<file path="src/rtl/bcd_calc_core.sv">
// BCD calculator core: digit entry, signed accumulator with operator chaining,
// and a digit-serial add/subtract engine with a 10's-complement fix-up pass.
module bcd_calc_core #(
    parameter int DIGITS = 4
) (
    input  logic                clk,
    input  logic                reset,
    input  logic                key_valid,
    input  logic [3:0]          key_code,
    output logic [4*DIGITS-1:0] disp_bcd,
    output logic                disp_neg,
    output logic                busy,
    output logic                result_valid,
    output logic                err
);

    localparam int W  = 4 * DIGITS;
    localparam int CW = $clog2(DIGITS + 1);

    localparam logic [CW-1:0] CNT_FULL = CW'(DIGITS);
    localparam logic [CW-1:0] CNT_ONE  = CW'(1);
    localparam logic [CW-1:0] LAST_DIG = CW'(DIGITS - 1);

    localparam logic [2:0] ST_ENTRY_A = 3'd0;
    localparam logic [2:0] ST_OP_WAIT = 3'd1;
    localparam logic [2:0] ST_ENTRY_B = 3'd2;
    localparam logic [2:0] ST_EXEC    = 3'd3;
    localparam logic [2:0] ST_FIX     = 3'd4;
    localparam logic [2:0] ST_RESULT  = 3'd5;
    localparam logic [2:0] ST_ERR     = 3'd6;

    logic [2:0]    state;
    logic [W-1:0]  entry;
    logic [CW-1:0] cnt;
    logic [W-1:0]  acc;
    logic          acc_neg;
    logic          op_sub;
    logic          to_result;

    // Engine: X and Y shift out LSD first, the result shifts in from the top.
    logic [W-1:0]  x_reg;
    logic [W-1:0]  y_reg;
    logic [W-1:0]  res_reg;
    logic [CW-1:0] dcnt;
    logic          cb;
    logic          eng_sub;
    logic          add_neg;

    logic          key_digit;
    logic          key_op;
    logic          key_clr;
    logic          key_eq;
    logic          zero_digit;
    logic [W-1:0]  entry_shift;

    always_comb begin
        key_digit   = key_valid && (key_code <= 4'd9);
        key_op      = key_valid && ((key_code == 4'hA) || (key_code == 4'hB));
        key_clr     = key_valid && (key_code == 4'hC);
        key_eq      = key_valid && (key_code == 4'hD);
        zero_digit  = (key_code == 4'd0);
        entry_shift = (entry << 4) | W'(key_code);
    end

    logic [3:0]   x_dig;
    logic [3:0]   y_dig;
    logic [3:0]   step_dig;
    logic [4:0]   sum;
    logic [4:0]   sum_adj;
    logic [4:0]   diff;
    logic [4:0]   diff_adj;
    logic         c_out;
    logic         last_dig;
    logic         eng_done;
    logic         done_neg;
    logic [W-1:0] res_next;

    always_comb begin
        // NOTE: every output of a combinational block gets a value on every path
        // (defaults first), otherwise synthesis infers a latch.
        step_dig = 4'd0;
        c_out    = 1'b0;
        x_dig    = x_reg[3:0];
        y_dig    = y_reg[3:0];
        sum      = {1'b0, x_dig} + {1'b0, y_dig} + {4'd0, cb};
        sum_adj  = sum - 5'd10;
        diff     = {1'b0, x_dig} - {1'b0, y_dig} - {4'd0, cb};
        diff_adj = diff + 5'd10;
        if (eng_sub) begin
            c_out    = diff[4];
            step_dig = diff[4] ? diff_adj[3:0] : diff[3:0];
        end else begin
            c_out    = (sum > 5'd9);
            step_dig = c_out ? sum_adj[3:0] : sum[3:0];
        end
        res_next = (res_reg >> 4) | (W'(step_dig) << (W - 4));
        last_dig = (dcnt == LAST_DIG);
        // A borrow out of the FIX pass is expected and ignored.
        eng_done = last_dig && ((state == ST_FIX) || ((state == ST_EXEC) && !c_out));
        done_neg = (state == ST_FIX) || (!eng_sub && add_neg);
    end

    always_ff @(posedge clk or posedge reset) begin
        // NOTE: state registers use non-blocking assignments so every flop samples
        // the pre-edge values regardless of statement order.
        if (reset) begin
            state        <= ST_ENTRY_A;
            entry        <= '0;
            cnt          <= '0;
            acc          <= '0;
            acc_neg      <= 1'b0;
            op_sub       <= 1'b0;
            to_result    <= 1'b0;
            x_reg        <= '0;
            y_reg        <= '0;
            res_reg      <= '0;
            dcnt         <= '0;
            cb           <= 1'b0;
            eng_sub      <= 1'b0;
            add_neg      <= 1'b0;
            result_valid <= 1'b0;
        end else begin
            result_valid <= 1'b0;
            if (key_clr) begin
                state   <= ST_ENTRY_A;
                entry   <= '0;
                cnt     <= '0;
                acc     <= '0;
                acc_neg <= 1'b0;
                op_sub  <= 1'b0;
            end else begin
                case (state)
                    ST_ENTRY_A, ST_ENTRY_B: begin
                        if (key_digit) begin
                            if (cnt != CNT_FULL) begin
                                entry <= entry_shift;
                                if (!(zero_digit && (entry == '0)))
                                    cnt <= cnt + CNT_ONE;
                            end
                        end else if (key_op && (state == ST_ENTRY_A)) begin
                            acc     <= entry;
                            acc_neg <= 1'b0;
                            op_sub  <= key_code[0];
                            state   <= ST_OP_WAIT;
                        end else if ((key_op || key_eq) && (state == ST_ENTRY_B)) begin
                            // Same effective sign: magnitude add; otherwise subtract
                            // the smaller-signed side from the other.
                            if (op_sub == acc_neg) begin
                                eng_sub <= 1'b0;
                                x_reg   <= acc;
                                y_reg   <= entry;
                                add_neg <= acc_neg;
                            end else begin
                                eng_sub <= 1'b1;
                                x_reg   <= acc_neg ? entry : acc;
                                y_reg   <= acc_neg ? acc : entry;
                                add_neg <= 1'b0;
                            end
                            res_reg   <= '0;
                            cb        <= 1'b0;
                            dcnt      <= '0;
                            to_result <= key_eq;
                            if (key_op)
                                op_sub <= key_code[0];
                            state <= ST_EXEC;
                        end
                    end
                    ST_OP_WAIT: begin
                        if (key_op) begin
                            op_sub <= key_code[0];
                        end else if (key_digit) begin
                            entry <= W'(key_code);
                            cnt   <= zero_digit ? '0 : CNT_ONE;
                            state <= ST_ENTRY_B;
                        end
                    end
                    ST_RESULT: begin
                        if (key_digit) begin
                            entry   <= W'(key_code);
                            cnt     <= zero_digit ? '0 : CNT_ONE;
                            acc     <= '0;
                            acc_neg <= 1'b0;
                            state   <= ST_ENTRY_A;
                        end else if (key_op) begin
                            op_sub <= key_code[0];
                            state  <= ST_OP_WAIT;
                        end
                    end
                    ST_EXEC, ST_FIX: begin
                        x_reg   <= x_reg >> 4;
                        y_reg   <= y_reg >> 4;
                        res_reg <= res_next;
                        cb      <= c_out;
                        dcnt    <= dcnt + CNT_ONE;
                        if (eng_done) begin
                            acc          <= res_next;
                            acc_neg      <= done_neg && (res_next != '0);
                            result_valid <= 1'b1;
                            state        <= to_result ? ST_RESULT : ST_OP_WAIT;
                        end else if (last_dig && c_out) begin
                            if (eng_sub) begin
                                // Negative difference: recompute as 0 - result.
                                x_reg   <= '0;
                                y_reg   <= res_next;
                                res_reg <= '0;
                                cb      <= 1'b0;
                                dcnt    <= '0;
                                state   <= ST_FIX;
                            end else begin
                                state <= ST_ERR;
                            end
                        end
                    end
                    ST_ERR: begin
                    end
                    default: state <= ST_ENTRY_A;
                endcase
            end
        end
    end

    always_comb begin
        disp_bcd = entry;
        disp_neg = 1'b0;
        case (state)
            ST_OP_WAIT, ST_RESULT: begin
                disp_bcd = acc;
                disp_neg = acc_neg;
            end
            ST_ERR:  disp_bcd = '0;
            default: ;
        endcase
        busy = (state == ST_EXEC) || (state == ST_FIX);
        err  = (state == ST_ERR);
    end

endmodule

</file>
<file path="config.mk">
export PLATFORM = sky130hd
export DESIGN_NAME = bcd_calc_core
export DESIGN_NICKNAME = d
export VERILOG_FILES = /design/src/rtl/bcd_calc_core.sv
export SDC_FILE = /design/constraint.sdc
export NUM_CORES = 1
export LEC_CHECK = 0
export ABC_AREA = 1
export BUFFER_PORTS_ARGS = -buffer_cell sky130_fd_sc_hd__buf_2
export CELL_PAD_IN_SITES_DETAIL_PLACEMENT = 0
export CELL_PAD_IN_SITES_GLOBAL_PLACEMENT = 1
export CORE_MARGIN = 5
export CORE_UTILIZATION = 46
export CTS_BUF_LIST = sky130_fd_sc_hd__clkbuf_4 sky130_fd_sc_hd__clkbuf_8 sky130_fd_sc_hd__clkbuf_16
export DETAILED_ROUTE_END_ITERATION = 7
export PLACE_DENSITY_LB_ADDON = 0.1
export SLEW_MARGIN = 5
export SYNTH_ARGS = -nofsm -noshare
export SYNTH_HDL_FRONTEND = slang
export SYNTH_SLANG_ARGS = --single-unit
</file>
<file path="constraint.sdc">
create_clock -name clk -period 3.8 [get_ports clk]
set_input_delay 0.57 -clock clk [delete_from_list [all_inputs] [get_ports clk]]
set_output_delay 0.57 -clock clk [all_outputs]
set_load 0.02 [all_outputs]
</file>
* Word-level counts from Yosys, hierarchy flattened *
Index checks and enable logic that the tools add are counted.

storage, ports and cells
  register bits = 96
  input port bits = 7
  word-level logic and storage cells = 192

operators by class
  add/sub/neg operators = 8
  $lt $le $gt $ge = 2
  eq/ne operators = 30
  mux-type cells = 96
  bitwise logic cells = 5
  reduce and logical (&&, ||, !) cells = 36

operator list
  kind                 count
  $mux 16              29
  $pmux 16 s2          4
  $pmux 16 s3          2
  $mux 3               23
  $mux 12              3
  $ne 3x3->1 const B   11
  $mux 1               25
  $reduce_and 5->1     4
  $eq 4x4->1 const B   4
  $logic_not 16->1     1
  $or 12x16->16        1
  $or 16x4->16         1
  $reduce_bool 16->1   1
  $pmux 3 s5           1
  $logic_and 1x1->1    12
  $mux 4               3
  $ne 4x4->1 const B   3
  $eq 3x2->1 const B   3
  $eq 3x3->1 const B   3
  $pmux 3 s3           1
  $reduce_and 4->1     2
  $reduce_bool 4->1    2
  $reduce_and 7->1     1
  $add 3x1->3 const B  2
  23 further kinds     35

* Depth between registers and ports, before layout *
Gate-level depths: netlist of the first run.

  word-level depth = 11
  gate-level depth with buffers = 18
  gate-level depth less buffers = 17

* Worst setup path after synthesis of the first run *
OpenSTA, ideal clock, no wires.

  path kind = register -> register
  from = reg x_reg[0]
  to = reg cb
  library setup time = 0.126 ns
  data arrival time = 2.434 ns
  data required time = 3.674 ns
  path slack = 1.240 ns
  stages on the path, launching flop included = 16
  path buffers = 2
  clock period less this slack = 2.560 ns
  cell sequence = dfrtp_1 -> fa_1 -> inv_1 -> ha_1 -> o21ai_1 -> nand2_1 -> nand2_1 -> nand3_2 -> nand2_2 -> nand2_1 -> nand2_2 -> nand4_2 -> buf_6 -> buf_4 -> nand3_1 -> o21ai_0

between the ends
  longest elaborated chain between the ends = 10

ends and longest elaborated chain
  element                 RTL line  source
  from (decl)             41        logic [W-1:0] x_reg;
  from (signal assigned)  155       x_reg <= acc_neg ? entry : acc;
  from (signal assigned)  190       x_reg <= x_reg >> 4;
  $add 4x4->5             85        sum = {1'b0, x_dig} + {1'b0, y_dig} + {4'd0, cb};
  $add 5x1->5             85
  $gt 5x4->1              93        c_out = (sum > 5'd9);
  $mux 1 (*)              89        if (eng_sub) begin
  $logic_not 1->1         99        eng_done = last_dig && ((state == ST_FIX) || ((state == ST_EXEC) && !c_out));
  $logic_and 1x1->1       99
  $logic_or 1x1->1        99
  $logic_and 1x1->1       99
  $mux 1 (*)              195       if (eng_done) begin
  $pmux 1 s2 (*)          132       case (state)
  to (signal assigned)    193       cb <= c_out;
  to (decl)               45        logic cb;

Mark *: on every way between the ends. The rest lies on a longest branch, timed or not.
A chain may end at the register's enable or synchronous reset.

* Worst setup path after layout of the first run *
  from = reg x_reg[0]
  to = reg dcnt[0]

between the ends
  longest elaborated chain between the ends = 10

ends and longest elaborated chain
  element               RTL line  source
  $add 4x4->5           85
  $add 5x1->5           85
  $gt 5x4->1            93
  $mux 1 (*)            89
  $logic_not 1->1       99
  $logic_and 1x1->1     99
  $logic_or 1x1->1      99
  $logic_and 1x1->1     99
  $mux 3 (*)            195
  $pmux 3 s2 (*)        132
  to (signal assigned)  194       dcnt <= dcnt + CNT_ONE;
  to (decl)             44        logic [CW-1:0] dcnt;

Marked as above.

==> flow_metrics.py, run 1 <==
metrics = {
    "status": {
        "outcome": "complete, no violations",
    },
    "drt": {
        "vias": 5686,
        "routed_wl_mm": 17.83,
        "drc_errors": 0,
        "drt_pass1_iterations": 5,
        "drt_iter0_drc": 629,
        "route.antenna.remaining_nets": 0,
        "avgRoutedWirePerCell_um": 17.75,
        "vias_per_cell": 5.663,
    },
    "timing": {
        "hold_violations": 0,
        "slew_viol_final": 0,
        "period_share_pct": 86.27,
        "tightest_slew_ns": 0.7231,
        "max_slew_margin_pct": 51.72,
        "tns_ns": 0,
        "skew_ns": 0.01038,
        "finalSetupViolations": 0,
        "fmax_mhz": 305.0,
        "min_period_ns": 3.278,
        "rsz0062_at_grt": "no",
    },
    "logic_synthesis": {
        "synth_most_common_cell": "nand2_1",
        "postSynthCellCount": 822,
        "synth_top_cell_by_area": "dfrtp_1",
        "ys_seq_area_share_pct": 39.38,
        "yosys-top-cells-count": "251 x nand2_1, 92 x dfrtp_1, 88 x nand3_1, 70 x inv_1, 53 x o21ai_0",
        "ys_seq_elements": 92,
        "async_reset_ff_share_pct": 100.0,
        "syn_avg_cell_area_sq_um": 7.113,
        "synthTopCellsByArea": "dfrtp_1 39%, nand2_1 16%, nand3_1 7.5%",
        "yosysWarnings": 0,
        "synth_nets": 848,
        "synth_area_sq_um": 5847,
        "netlist-cell-type-count": 42,
        "synth_edf_count": 0,
        "synth_top_area_share_pct": 39.38,
        "synth_flop_cell": "dfrtp_1",
    },
    "worst_hold_path": {
        "worstHoldPathType": "in2async",
    },
    "global_route": {
        "grt_pass1_wl_mm": 28.54,
        "grt_max_degree": 72,
        "globalRouteTotalUtil_pct": 24.71,
        "busiest_layer": "met1",
        "overflow": 0,
        "grt_pass1_vias": 5239,
        "met1_usage_pct": 37.85,
        "use_met2_pct": 36.86,
        "antenna_found_initial": 0,
        "use_met3_pct": 3.041,
    },
    "worst_setup_path": {
        "end_kind": "flip-flop",
        "critical_path.startpoint_type": "flip-flop",
        "cp_max_fo": 21,
        "required_ns": 4.00,
        "cp.arrival_ns": 3.48,
        "path_class": "reg2reg",
    },
    "cts": {
        "clk_latency_ns": 0.36,
        "cts.sinks": 92,
        "cts_hold_buf": 0,
        "cts_max_level": 3,
        "post_cts_buffers": 0,
        "cts-buffers-inserted": 9,
        "root_buffer": "clkbuf_16",
        "clockBufferDepth": 2,
        "path_clk_slew_ns": 0.07,
        "cts_resized": 0,
        "tritoncts": "done",
    },
    "cells_and_area": {
        "diodes": 0,
        "final_nets": 853,
        "area_delta_synth_final_pct": 9.052,
        "final_layout_size_suffix_gt1_share_pct": 11.06,
    },
    "floorplanning": {
        "rows": 41,
        "die_w_um": 122.7,
        "dieArea_sq_um": 15070,
        "core_area_sq_um": 12520,
        "initial_core_util_pct": 46.71,
        "ioPinCount": 27,
        "fp.dieH_um": 122.7,
    },
    "placed_design": {
        "port_buffers": 26,
        "post-dp-hpwl_mm": 12.70,
        "gp_congestion": 0.8623,
    },
    "job": {
        "maxCapViolCount": 0,
    },
}
-- path summary, 6_finish.rpt --
check,start,to,slack (ns),cells past startpoint
worst max register to register,x_reg[0]$_DFFE_PP0P_,dcnt[0]$_DFFE_PP0P_,0.52,14
min in group clk,acc[13]$_DFFE_PP0P_,acc[13]$_DFFE_PP0P_,0.48,2
worst min register to register,acc[13]$_DFFE_PP0P_,acc[13]$_DFFE_PP0P_,0.48,2
max in group asynchronous,reset,y_reg[1]$_DFFE_PP0P_,2.86,3
worst min-delay path,reset,result_valid$_DFF_PP0_,0.19,2
worst max-delay path,x_reg[0]$_DFFE_PP0P_,dcnt[0]$_DFFE_PP0P_,0.52,14
-- critical path: stages (launching register included) --
cell	delay, ns
dfrtp_1	0.43
fa_1	0.59
inv_1	0.07
ha_1	0.17
o21ai_1	0.19
nand2_1	0.10
nand2_1	0.11
nand3_2	0.12
nand2_2	0.13
nand2_1	0.08
nand2_2	0.12
nand4_2	0.50
buf_4	0.37
nand3_1	0.06
o21ai_0	0.09
-- cells in the final DEF, fill, tap and decap left out, types with 4 or more instances in the layout --
cell / Yosys / routed
a31oi_1: 12 / 12
nor4_1: 6 / 6
nor3_1: 4 / 4
a22oi_1: 4 / 4
dfrtp_1: 92 / 92
o22ai_1: 19 / 19
buf_2: 13 / 26
clkbuf_16: 0 / 9
nand2_2: 9 / 9
buf_4: 3 / 8
o21ai_1: 14 / 14
nand2_1: 251 / 251
ha_1: 16 / 16
nand3_1: 88 / 88
inv_2: 12 / 12
o21ai_0: 53 / 53
nand4_1: 8 / 8
nor2_1: 52 / 52
a21oi_1: 37 / 37
o211ai_1: 4 / 4
inv_1: 70 / 69
-- cell families after synthesis --
| kind of cell | synth area share (%) |
|---|---|
| AO/OA/AOI/OAI | 14.74 |
| XOR/XNOR | 0.2996 |
| adder cells (fa/ha/maj) | 4.451 |
| buffers and inverters | 8.838 |
| flip-flops | 39.38 |
| multiplexers | 0.3852 |
| AND/OR/NAND/NOR | 31.91 |
-- per-layer routing --
| layer | vias to the layer above | wire length [um] |
|---|---|---|
| met3 | 17 | 1130 |
| met1 | 2742 | 8549 |
| met5 | - | 0 |
| li1 | 2722 | - |
| met4 | 0 | 239 |
| met2 | 205 | 7907 |
-- through the flow --
stage,instance area [sq um],instances,worst slack [ns],utilization [%],hold WS (ns)
3_3_place_gp,6070,988,0.6577,48.49,0.4659
5_1_grt,6376,1004,0.2630,50.94,0.2160
2_1_floorplan,5847,822,0.8380,-,0.4488
6_report,6376,1004,0.5216,50.94,0.1904
4_1_cts,6376,1004,0.4970,50.94,0.1962
3_5_place_dp,6070,988,0.5200,48.49,0.4654
-- final cells by class --
class / instances / area (sq um)
fill: 1310 / 6141
multi-input combinational: 606 / 3028
sequential: 92 / 2302
inverter: 83 / 314.1
clock buffer: 10 / 232.7
tap: 172 / 215.2
timing repair buffer: 35 / 210.2
clock inverter: 6 / 73.82
Power of run 1 is not shown: default switching activity piles up to over one toggle a cycle in this logic, so the estimate is an artifact.
==> run 2, diff against run 1 <==
--- a/config.mk
+++ b/config.mk
@@ -9,6 +9,7 @@
 export BUFFER_PORTS_ARGS = -buffer_cell sky130_fd_sc_hd__buf_2
 export CELL_PAD_IN_SITES_DETAIL_PLACEMENT = 0
 export CELL_PAD_IN_SITES_GLOBAL_PLACEMENT = 1
+export CORE_ASPECT_RATIO = 0.75
 export CORE_MARGIN = 5
 export CORE_UTILIZATION = 46
 export CTS_BUF_LIST = sky130_fd_sc_hd__clkbuf_4 sky130_fd_sc_hd__clkbuf_8 sky130_fd_sc_hd__clkbuf_16
==> constraint.sdc (replaced) <==
create_clock -name clk -period 3.8 [get_ports clk]
set_input_delay 0.38 -clock clk [delete_from_list [all_inputs] [get_ports clk]]
set_output_delay 0.38 -clock clk [all_outputs]
set_load 0.02 [all_outputs]
==> flow_metrics.py, run 2 (synthesis results as in run 1) <==
metrics = {
    "cts": {
        "root_buffer": "clkbuf_16",
        "cts.sinks": 92,
        "post_cts_buffers": 0,
        "cts_resized": 0,
        "clk_latency_ns": 0.35,
        "cts-buffers-inserted": 9,
        "cts_max_level": 3,
        "path_clk_slew_ns": 0.07,
        "tritoncts": "done",
        "cts_hold_buf": 0,
        "clockBufferDepth": 2,
    },
    "worst_setup_path": {
        "cp_slowest_cell": "fa_1",
        "cp.arrival_ns": 3.38,
        "worst-path-buf-inv": 3,
        "cp_max_fo": 29,
        "path_class": "reg2reg",
        "worst_path_largest_cell_delay_ns": 0.61,
        "end_kind": "flip-flop",
        "worstPathCellList": "fa_1, inv_1, ha_1, o21ai_1, nand2_1, nand2_1, nand2_1, nand2_2, nand2_2, nand2_1, nand2_2, nand4_2, buf_4, clkinv_2, nand2_1, a21oi_1",
        "ff2ff_setup_slack_ns": 0.65,
        "critical_path.startpoint_type": "flip-flop",
        "required_ns": 4.03,
        "cp_top_family": "simple AND/OR/NAND/NOR gates",
        "crit_path_frequent_cell": "nand2_1",
    },
    "timing": {
        "period_share_pct": 82.84,
        "min_period_ns": 3.148,
        "hold_violations": 0,
        "tns_ns": 0,
        "tightest_slew_ns": 0.7792,
        "slew_viol_final": 0,
        "rsz0062_at_grt": "no",
        "finalSetupViolations": 0,
        "fmax_mhz": 317.7,
        "skew_ns": 0.008892,
        "max_slew_margin_pct": 47.51,
    },
    "drt": {
        "drt_iter0_drc": 526,
        "vias": 5678,
        "avgRoutedWirePerCell_um": 17.92,
        "route.antenna.remaining_nets": 0,
        "vias_per_cell": 5.689,
        "drc_errors": 0,
        "routed_wl_mm": 17.89,
        "drt_pass1_iterations": 7,
    },
    "cells_and_area": {
        "final_cell_area_sq_um": 6376,
        "final_layout_size_suffix_gt1_share_pct": 11.06,
        "final_nets": 853,
        "layout.cells.non_filler": 998,
        "final_cell_mix": "251 x nand2_1, 92 x dfrtp_1, 88 x nand3_1",
        "diodes": 0,
        "final_common_cell": "nand2_1",
        "area_delta_synth_final_pct": 9.052,
    },
    "floorplanning": {
        "die_w_um": 140.2,
        "core_area_sq_um": 12350,
        "dieArea_sq_um": 15090,
        "initial_core_util_pct": 47.35,
        "rows": 35,
        "fp.dieH_um": 107.6,
        "ioPinCount": 27,
    },
    "global_route": {
        "globalRouteTotalUtil_pct": 24.27,
        "grt_max_degree": 49,
        "grt_pass1_wl_mm": 28.68,
        "antenna_found_initial": 0,
        "overflow": 0,
        "grt_pass1_vias": 5141,
    },
    "job": {
        "maxCapViolCount": 0,
    },
    "placed_design": {
        "place_area_sq_um": 6050,
        "dp.cells": 982,
        "port_buffers": 26,
        "gp_congestion": 0.8968,
        "post-dp-hpwl_mm": 13.13,
    },
    "worst_hold_path": {
        "worstHoldPathType": "in2async",
    },
    "status": {
        "outcome": "complete, no violations",
    },
}
run 2: worst paths after layout:
path	start	endpoint	cells past startpoint
min reg2reg	y_reg[10]$_DFFE_PP0P_	y_reg[10]$_DFFE_PP0P_	2
max reg2reg	x_reg[0]$_DFFE_PP0P_	y_reg[12]$_DFFE_PP0P_	16
min in group clk	key_code[1]	entry[1]$_DFFE_PP0P_	3
min	reset	state[0]$_DFFE_PP0P_	2
max	x_reg[0]$_DFFE_PP0P_	y_reg[12]$_DFFE_PP0P_	16
max in group asynchronous	reset	acc_neg$_DFFE_PP0P_	3
run 2: area by class of cell:
class | instances | area, sq um
Tap cell | 166 | 207.7
Timing Repair Buffer | 35 | 197.7
Sequential cell | 92 | 2302
Clock inverter | 6 | 93.84
Inverter | 83 | 314.1
Multi-Input combinational cell | 606 | 3028
Clock buffer | 10 | 232.7
Fill cell | 1256 | 5973
run 2: through the flow:
stage / worst slack, ns / utilization [%] / hold WS (ns)
after floorplan: 1.028 / - / 0.4488
after detailed placement: 0.6946 / 48.99 / 0.4652
after global placement: 0.8221 / 48.99 / 0.4629
after global routing: 0.4229 / 51.63 / 0.1882
final: 0.6519 / 51.63 / 0.1208
after CTS: 0.6884 / 51.63 / 0.1401
run 2: layer usage:
metal  vias up  share of wire, %  GRT usage (%)
met3        27               7.3          4.618
met2       234                40          32.10
met5         -              0.27          2.456
li1       2713                 -              -
met4         2               2.2          7.192
met1      2702                50          38.88
Power of run 2 is left out for the same reason.
